===== config.mk =====
export PLATFORM = sky130hd
export DESIGN_NAME = sync_fifo_ctrl
export DESIGN_NICKNAME = d
export VERILOG_FILES = /design/src/rtl/fifo_pkg.sv /design/src/rtl/dual_ram_module.sv /design/src/rtl/sync_fifo_ctrl.sv
export SDC_FILE = /design/constraint.sdc
export NUM_CORES = 1
export LEC_CHECK = 0
export ABC_AREA = 1
export ABC_CLOCK_PERIOD_IN_PS = 1870
export BUFFER_PORTS_ARGS = -buffer_cell sky130_fd_sc_hd__buf_2
export CORE_MARGIN = 2
export CORE_UTILIZATION = 30
export CTS_CLUSTER_SIZE = 28
export DETAILED_ROUTE_END_ITERATION = 10
export MAX_ROUTING_LAYER = met4
export SLEW_MARGIN = 25
export SYNTH_ARGS = -nofsm -noshare
export SYNTH_HDL_FRONTEND = slang
export SYNTH_SLANG_ARGS = --single-unit

===== constraint.sdc =====
create_clock -name i_clk -period 1.87 [get_ports i_clk]
set_input_delay 0.0935 -clock i_clk [delete_from_list [all_inputs] [get_ports i_clk]]
set_output_delay 0.0935 -clock i_clk [all_outputs]
set_load 0.005 [all_outputs]

===== src/rtl/fifo_pkg.sv =====
// Shared sizing helpers for the synchronous FIFO: clog2, pointer/count widths
// and a legality check for the depth and threshold parameters.
package fifo_pkg;

  function automatic int clog2(input int value);
    int result;
    result = 0;
    while ((1 << result) < value) result++;
    return result;
  endfunction

  // Pointers carry one wrap bit above the RAM address; the count needs the same width.
  function automatic int ptr_width(input int depth);
    return clog2(depth) + 1;
  endfunction

  function automatic bit params_ok(input int depth, input int almost_full,
                                   input int almost_empty);
    bit pow2;
    pow2 = (depth >= 4) && ((1 << clog2(depth)) == depth);
    return pow2 && (almost_empty < almost_full) && (almost_full <= depth);
  endfunction

  localparam int FIFO_DEPTH_DEFAULT = 16;
  localparam int FIFO_ADDR_W_DEFAULT = clog2(FIFO_DEPTH_DEFAULT);
  localparam int FIFO_PTR_W_DEFAULT = ptr_width(FIFO_DEPTH_DEFAULT);

endpackage


===== src/rtl/dual_ram_module.sv =====
// Simple dual-port storage array: one write port, one registered read port.
module dual_ram_module
  import fifo_pkg::*;
#(
  parameter int P_DATA_WIDTH = 8,
  parameter int P_ADDR_DEPTH = 16
) (
  input  logic                             i_clk,
  input  logic                             i_rst,
  input  logic                             i_ena,
  input  logic [clog2(P_ADDR_DEPTH)-1:0]   i_waddr,
  input  logic [P_DATA_WIDTH-1:0]          i_wdata,
  input  logic                             i_enb,
  input  logic [clog2(P_ADDR_DEPTH)-1:0]   i_raddr,
  output logic [P_DATA_WIDTH-1:0]          o_rdata
);

  logic [P_DATA_WIDTH-1:0] mem [P_ADDR_DEPTH];

  always_ff @(posedge i_clk) begin
    if (i_ena) mem[i_waddr] <= i_wdata;
  end

  // Only the read register is cleared so stale array contents never reach the output.
  always_ff @(posedge i_clk) begin
    if (i_rst) o_rdata <= '0;
    else if (i_enb) o_rdata <= mem[i_raddr];
  end

endmodule


===== src/rtl/sync_fifo_ctrl.sv =====
// Single-clock FIFO controller: pointers, occupancy and registered status flags
// wrapped around dual_ram_module.
module sync_fifo_ctrl
  import fifo_pkg::*;
#(
  parameter int P_DATA_WIDTH   = 8,
  parameter int P_ADDR_DEPTH   = 16,
  parameter int P_ALMOST_FULL  = 14,
  parameter int P_ALMOST_EMPTY = 2
) (
  input  logic                               i_clk,
  input  logic                               i_rst,
  input  logic                               i_wr_en,
  input  logic [P_DATA_WIDTH-1:0]            i_wr_data,
  input  logic                               i_rd_en,
  output logic [P_DATA_WIDTH-1:0]            o_rd_data,
  output logic                               o_rd_valid,
  output logic                               o_full,
  output logic                               o_empty,
  output logic                               o_almost_full,
  output logic                               o_almost_empty,
  output logic [ptr_width(P_ADDR_DEPTH)-1:0] o_data_cnt,
  output logic                               o_overflow,
  output logic                               o_underflow
);

  localparam int AW = clog2(P_ADDR_DEPTH);
  localparam int PW = ptr_width(P_ADDR_DEPTH);

  if (!params_ok(P_ADDR_DEPTH, P_ALMOST_FULL, P_ALMOST_EMPTY)) begin : g_bad_params
    $error("sync_fifo_ctrl: illegal depth or almost-full/empty thresholds");
  end

  logic [PW-1:0] wptr_q, rptr_q, cnt_q;
  logic [PW-1:0] wptr_nxt, rptr_nxt, cnt_nxt;
  logic          full_q, empty_q, afull_q, aempty_q;
  logic          full_nxt, empty_nxt, afull_nxt, aempty_nxt;
  logic          rd_valid_q, overflow_q, underflow_q;
  logic          push_acc, pop_acc;

  // Gating looks only at this cycle's registered flags, never at the opposite request.
  assign push_acc = i_wr_en & ~full_q;
  assign pop_acc  = i_rd_en & ~empty_q;

  always_comb begin
    wptr_nxt   = wptr_q + PW'(push_acc);
    rptr_nxt   = rptr_q + PW'(pop_acc);
    cnt_nxt    = cnt_q + PW'(push_acc) - PW'(pop_acc);
    full_nxt   = (wptr_nxt[AW-1:0] == rptr_nxt[AW-1:0]) && (wptr_nxt[AW] != rptr_nxt[AW]);
    empty_nxt  = (wptr_nxt == rptr_nxt);
    afull_nxt  = (cnt_nxt >= PW'(P_ALMOST_FULL));
    aempty_nxt = (cnt_nxt <= PW'(P_ALMOST_EMPTY));
  end

  always_ff @(posedge i_clk) begin
    if (i_rst) begin
      wptr_q      <= '0;
      rptr_q      <= '0;
      cnt_q       <= '0;
      full_q      <= 1'b0;
      empty_q     <= 1'b1;
      afull_q     <= 1'b0;
      aempty_q    <= 1'b1;
      rd_valid_q  <= 1'b0;
      overflow_q  <= 1'b0;
      underflow_q <= 1'b0;
    end else begin
      wptr_q      <= wptr_nxt;
      rptr_q      <= rptr_nxt;
      cnt_q       <= cnt_nxt;
      full_q      <= full_nxt;
      empty_q     <= empty_nxt;
      afull_q     <= afull_nxt;
      aempty_q    <= aempty_nxt;
      rd_valid_q  <= pop_acc;
      overflow_q  <= i_wr_en & full_q;
      underflow_q <= i_rd_en & empty_q;
    end
  end

  dual_ram_module #(
    .P_DATA_WIDTH (P_DATA_WIDTH),
    .P_ADDR_DEPTH (P_ADDR_DEPTH)
  ) u_ram (
    .i_clk   (i_clk),
    .i_rst   (i_rst),
    .i_ena   (push_acc & ~i_rst),
    .i_waddr (wptr_q[AW-1:0]),
    .i_wdata (i_wr_data),
    .i_enb   (pop_acc & ~i_rst),
    .i_raddr (rptr_q[AW-1:0]),
    .o_rdata (o_rd_data)
  );

  assign o_rd_valid     = rd_valid_q;
  assign o_full         = full_q;
  assign o_empty        = empty_q;
  assign o_almost_full  = afull_q;
  assign o_almost_empty = aempty_q;
  assign o_data_cnt     = cnt_q;
  assign o_overflow     = overflow_q;
  assign o_underflow    = underflow_q;

endmodule


# Yosys cells after proc, flatten, opt, wreduce, memory -nomap -nowiden
# Memory sizes are Yosys's and may differ from the RTL's. A register that Yosys moved wholly into a read port is not among the register bits.
# Cells that the tools add are included.
[word_totals]
reg_bits = 22
mem_bits_rw = 128
inputBits = 12
out_inout_bits = 20
wordCells = 32
memories = 1
[op_classes]
n_addsub = 4
magnitude_cmp = 2
eq_ne = 3
muxes = 2
n_bitwise = 9
reduce_logical = 1
[mem_list]
columns = ["memory", "words", "width", "read_ports", "rd_ports_with_merged_regs", "wr", "line_no", "rtl"]
rows = [
  ["u_ram.mem", 16, 8, 1, 1, 1, "dual_ram_module.sv:18", "logic [P_DATA_WIDTH-1:0] mem [P_ADDR_DEPTH];"],
]
[ops]
columns = ["cell", "count"]
rows = [
  ["$add A5 B1 Y5", 3],
  ["$and A1 B1 Y1", 6],
  ["$eq A5 B5 Y1", 1],
  ["$ge A5 B4 Y1 const B", 1],
  ["$le A5 B2 Y1 const B", 1],
  ["$sub A5 B1 Y5", 1],
  ["$eq A4 B4 Y1", 1],
  ["$not A1 Y1", 3],
  ["$mux W1", 2],
  ["$logic_and A1 B1 Y1", 1],
  ["$ne A1 B1 Y1", 1],
]

# Longest topological paths before layout
[depth]
depth_word = 5
mapped_depth = 13
depth_no_buf = 13

# Cells and area by module
# Synthesis repeated with hierarchy kept, for this count alone.
[unflattened]
hier_cells = 641
area_unflattened_um2 = 6692.7
[modules_own_cells]
columns = ["module", "n_inst", "cells_each", "area_per_inst_um2", "seq_area_each_um2"]
rows = [
  ["dual_ram_module", 1, 490, 5577.8, 4003.8],
  ["sync_fifo_ctrl", 1, 151, 1114.8, 440.4],
]

# Least setup slack after synthesis
# Ideal clock, no wire load.
[synth_timing]
kind = "register -> register"
from = "register empty_q (netlist: o_empty)"
to = "register aempty_q (netlist: o_almost_empty)"
setup_ns = 0.138
arrival_time_ns = 1.695
required_time_ns = 1.732
slack_ns = 0.037
stages_incl_launch_ff = 12
n_path_buf = 1
synth_period_minus_slack_ns = 1.833
cell_sequence = "dfxtp_1 inv_1 nand2_1 buf_2 nand2_1 nand2_1 ha_1 fa_1 nand3_1 nand2_1 xor2_1 o21ai_0"
[synth_between]
elab_chain_cells = 4
[synth_lines]
columns = ["item", "line_no", "rtl"]
rows = [
  ["start, declared", "sync_fifo_ctrl.sv:36", "logic full_q, empty_q, afull_q, aempty_q;"],
  ["start signal, assigned", "sync_fifo_ctrl.sv:72", "empty_q <= empty_nxt;"],
  ["$not A1 Y1", "sync_fifo_ctrl.sv:43", "assign pop_acc = i_rd_en & ~empty_q;"],
  ["$and A1 B1 Y1", "sync_fifo_ctrl.sv:43", ""],
  ["$sub A5 B1 Y5", "sync_fifo_ctrl.sv:48", "cnt_nxt = cnt_q + PW'(push_acc) - PW'(pop_acc);"],
  ["$le A5 B2 Y1", "sync_fifo_ctrl.sv:52", "aempty_nxt = (cnt_nxt <= PW'(P_ALMOST_EMPTY));"],
  ["end signal, assigned", "sync_fifo_ctrl.sv:74", "aempty_q <= aempty_nxt;"],
  ["end, declared", "sync_fifo_ctrl.sv:36", ""],
]
# Every way passes these cells.
# A chain may end at the register's enable or synchronous reset.

# Worst setup path in the final report
[layout_timing]
from = "input port i_wr_en"
to = "register afull_q (netlist: o_almost_full)"
[layout_between]
elab_chain_cells = 4
[layout_lines]
columns = ["item", "line_no", "rtl"]
rows = [
  ["start, declared", "sync_fifo_ctrl.sv:13", "input logic i_wr_en,"],
  ["$and A1 B1 Y1", "sync_fifo_ctrl.sv:42", "assign push_acc = i_wr_en & ~full_q;"],
  ["$add A5 B1 Y5", "sync_fifo_ctrl.sv:48", ""],
  ["$sub A5 B1 Y5", "sync_fifo_ctrl.sv:48", ""],
  ["$ge A5 B4 Y1", "sync_fifo_ctrl.sv:51", "afull_nxt = (cnt_nxt >= PW'(P_ALMOST_FULL));"],
  ["end signal, assigned", "sync_fifo_ctrl.sv:73", "afull_q <= afull_nxt;"],
  ["end, declared", "sync_fifo_ctrl.sv:36", ""],
]
# Every way passes these cells.

==> results.toml <==
[global_route]
grt_pass1_vias = 4269
grt_max_degree = 41
grt_usage = 0.1441
grt_pass1_wl_mm = 23.58
overflow = 0
antenna_found_initial = 0

[route]
detail-route-antenna-nets = 0
drtIter0Drc = 468
wl_mm = 15.25
drt-pass1-iter-count = 5
via_count = 4512
drc = 0
viasPerCell = 4.652
post_drt_wl_per_cell_microns = 15.72

[sta]
relSlewSlack = 0.6235
skew_ps = 12.01
timing.final.crit_share = 0.9591
max_freq_ghz = 0.5575
tns_ps = 0
slew_violations = 0
worst_pin_slew_ps = 564.1
whs_ps = 86.13
finalHoldViolations = 0
setup_violations = 0
fin_crit_ps = 1794

[clock_tree]
cts.clk_slew.worst_paths_ps = 60
clkLatencyLatePin_ps = 420
numCtsBuffers = 17
cts_setup_buffers = 0
cts_buffer_depth = 2
cts.sinks = 158
htree_levels = 4
cts_tree = "yes"
cts_root_buf = "clkbuf_16"

[layout]
stdcell_area_sq_um = 7841
n_antenna_cell = 0
fin_nets = 702
syn_to_final_growth_pct = 20.29
seq_area_sq_um = 4447
multi_input_area_sq_um = 1863
fill_cells = 2026
finalNonFillerCells = 970
utilization = 0.3707
drive_gt1_frac = 0.1568

[placed_design]
place_congestion = 0.8391
dp_hpwl_mm = 9.947
io_buffers = 31
place_inst = 936
dpl-instance-area_sq_um = 7122

[pwr]
p_leak_nw = 3.125
power.density_nw_per_um2 = 1119
ir_drop_uv = 699.5

[floorplanning]
die_area_sq_um = 22930
core-area_sq_um = 21150
fp.dieH_microns = 151.4
start_util = 0.3082
fp-row-count = 53
die_w_microns = 151.4
ios = 32

[critical_path]
ff2ff_path_depth = 11
crit_chain = "dlygate4sd3_1 > buf_2 > inv_1 > nor2_2 > buf_4 > nand2_1 > nand2_2 > ha_4 > fa_2 > nand3_2 > nand2_1 > xor2_1 > nand2_1 > nand2_1"
cpLargestDelayFamily = "buffers and inverters"
worstPathBufferInverterCount = 4
critPathLaunch = "i_wr_en"
worst_ep_arrival_time_ps = 2110
rrSetupSlack_ps = 110
cp_max_fo = 2
crit_top_cell = "nand2_1"
crit_slowest_cell = "dlygate4sd3_1"
end_kind = "flop"
worstSetupEndpoint = "o_almost_full$_SDFF_PP0_"
rr_endpoint = "o_almost_full$_SDFF_PP0_"
cp_num_cells = 14
cp.required_ps = 2190
critical_path_class = "in2reg"
r2r-start = "o_empty$_SDFF_PP1_"
slowest_delay_ps = 530
startpoint_type = "input port"

[synth]
synth-seq-cells = 158
netlist.area_leader.share = 0.5896
ys.flop_type = "edfxtp_1"
synth_common_cells = "234 x nand2_1, 128 x edfxtp_1, 97 x nand3_1, 38 x nor2_1, 30 x dfxtp_1"
async_flop_share = 0
syn_nets = 646
synth_cell_type_count = 23
netlist_instances = 626
synth-edff-count = 128
synth_top_cell_by_area = "edfxtp_1"
synthTopCellsByArea = "edfxtp_1 59%, nand2_1 13%, dfxtp_1 9.2%"
ys_seq_area_frac = 0.6818
synth.most_common_cell = "nand2_1"
ys.warnings.count = 0
syn_area_sq_um = 6519
syn_avg_cell_area_sq_um = 10.41

[outcome]
status = "complete, no violations"

[hold_path]
min_path_type = "in2reg"

[run]
maxCapViolCount = 0
==> per-stage QoR <==
step	setup slack, ps	power, mW
after floorplan	36.55	4.696
after global placement	89.75	5.045
after detailed placement	51.15	5.056
after CTS	31.35	8.774
after global routing	-21.53	9.131
final	76.41	8.778
==> layout by cell type, fill, tap and decap left out, drive strengths merged, types with 2 or more instances in the layout <==
| cell type | n |
|---|---|
| a21oi | 20 |
| buf | 61 |
| bufinv | 2 |
| clkbuf | 23 |
| clkinv | 4 |
| dfxtp | 30 |
| dlygate4sd3 | 2 |
| edfxtp | 128 |
| ha | 7 |
| inv | 33 |
| nand2 | 234 |
| nand3 | 98 |
| nand4 | 3 |
| nor2 | 40 |
| xnor2 | 4 |
| xor2 | 2 |
==> cells by family (layout without fill, tap and decap cells) <==
kind of cell	count (synthesis)	in the layout	share of synthesized area
AND/OR/NAND/NOR	376	376	0.2390
buffers and inverters	57	126	0.03858
XOR/XNOR	6	6	0.008061
AO/OA/AOI/OAI	21	21	0.01612
adder cells (fa/ha/maj)	8	8	0.01651
flip-flops	158	158	0.6818
==> worst min path at each step <==
stage / from / endpoint / slack, ps / cells after the start
finish: i_wr_data[5] / u_ram.mem[3][5]$_DFFE_PP_ / 90 / 1
global route: i_wr_data[7] / u_ram.mem[3][7]$_DFFE_PP_ / 90 / 1
CTS: i_wr_data[1] / u_ram.mem[1][1]$_DFFE_PP_ / 80 / 1
detailed placement: i_wr_en / o_overflow$_SDFF_PP0_ / 340 / 3
global placement: i_wr_en / o_overflow$_SDFF_PP0_ / 340 / 3
floorplan: i_wr_data[0] / u_ram.mem[0][0]$_DFFE_PP_ / 190 / 0
==> registers in the layout, summed over array words and instances (netlist names), 5 cells and up <==
register,count
o_data_cnt,5
rptr_q,5
u_ram.mem,128
u_ram.o_rdata,8
wptr_q,5
==> cell type report <==
| type | instances | area share |
|---|---|---|
| clock inverter | 9 | 0.01468 |
| inverter | 31 | 0.01484 |
| timing repair buffer | 63 | 0.05266 |
| tap | 275 | 0.04388 |
| clock buffer | 23 | 0.06925 |
| multi-input combinational | 411 | 0.2376 |
| sequential | 158 | 0.5671 |
==> report_power, final <==
| part | switching [mW] | total, mW | internal (mW) |
|---|---|---|---|
| Sequential | 0.0633 | 3.97 | 3.91 |
| Combinational | 0.680 | 1.07 | 0.390 |
| Clock | 1.40 | 3.74 | 2.34 |
| Total | 2.14 | 8.78 | 6.63 |
==> per-layer routing <==
| layer | wire length [microns] | track usage | vias to the layer above |
|---|---|---|---|
| li1 | - | - | 2225 |
| met1 | 7277 | 0.1987 | 2155 |
| met2 | 6925 | 0.2097 | 117 |
| met3 | 902 | 0.03916 | 15 |
| met4 | 142 | 0.03879 | 0 |
| met5 | 0 | - | - |
==> timing repair <==
action                     in CTS  in global routing
hold buffers                    2                  0
setup endpoints to repair       0                 20
hold endpoints to repair        2                  0
gates resized for setup         0                 12
(Power assumes the default switching activity.)
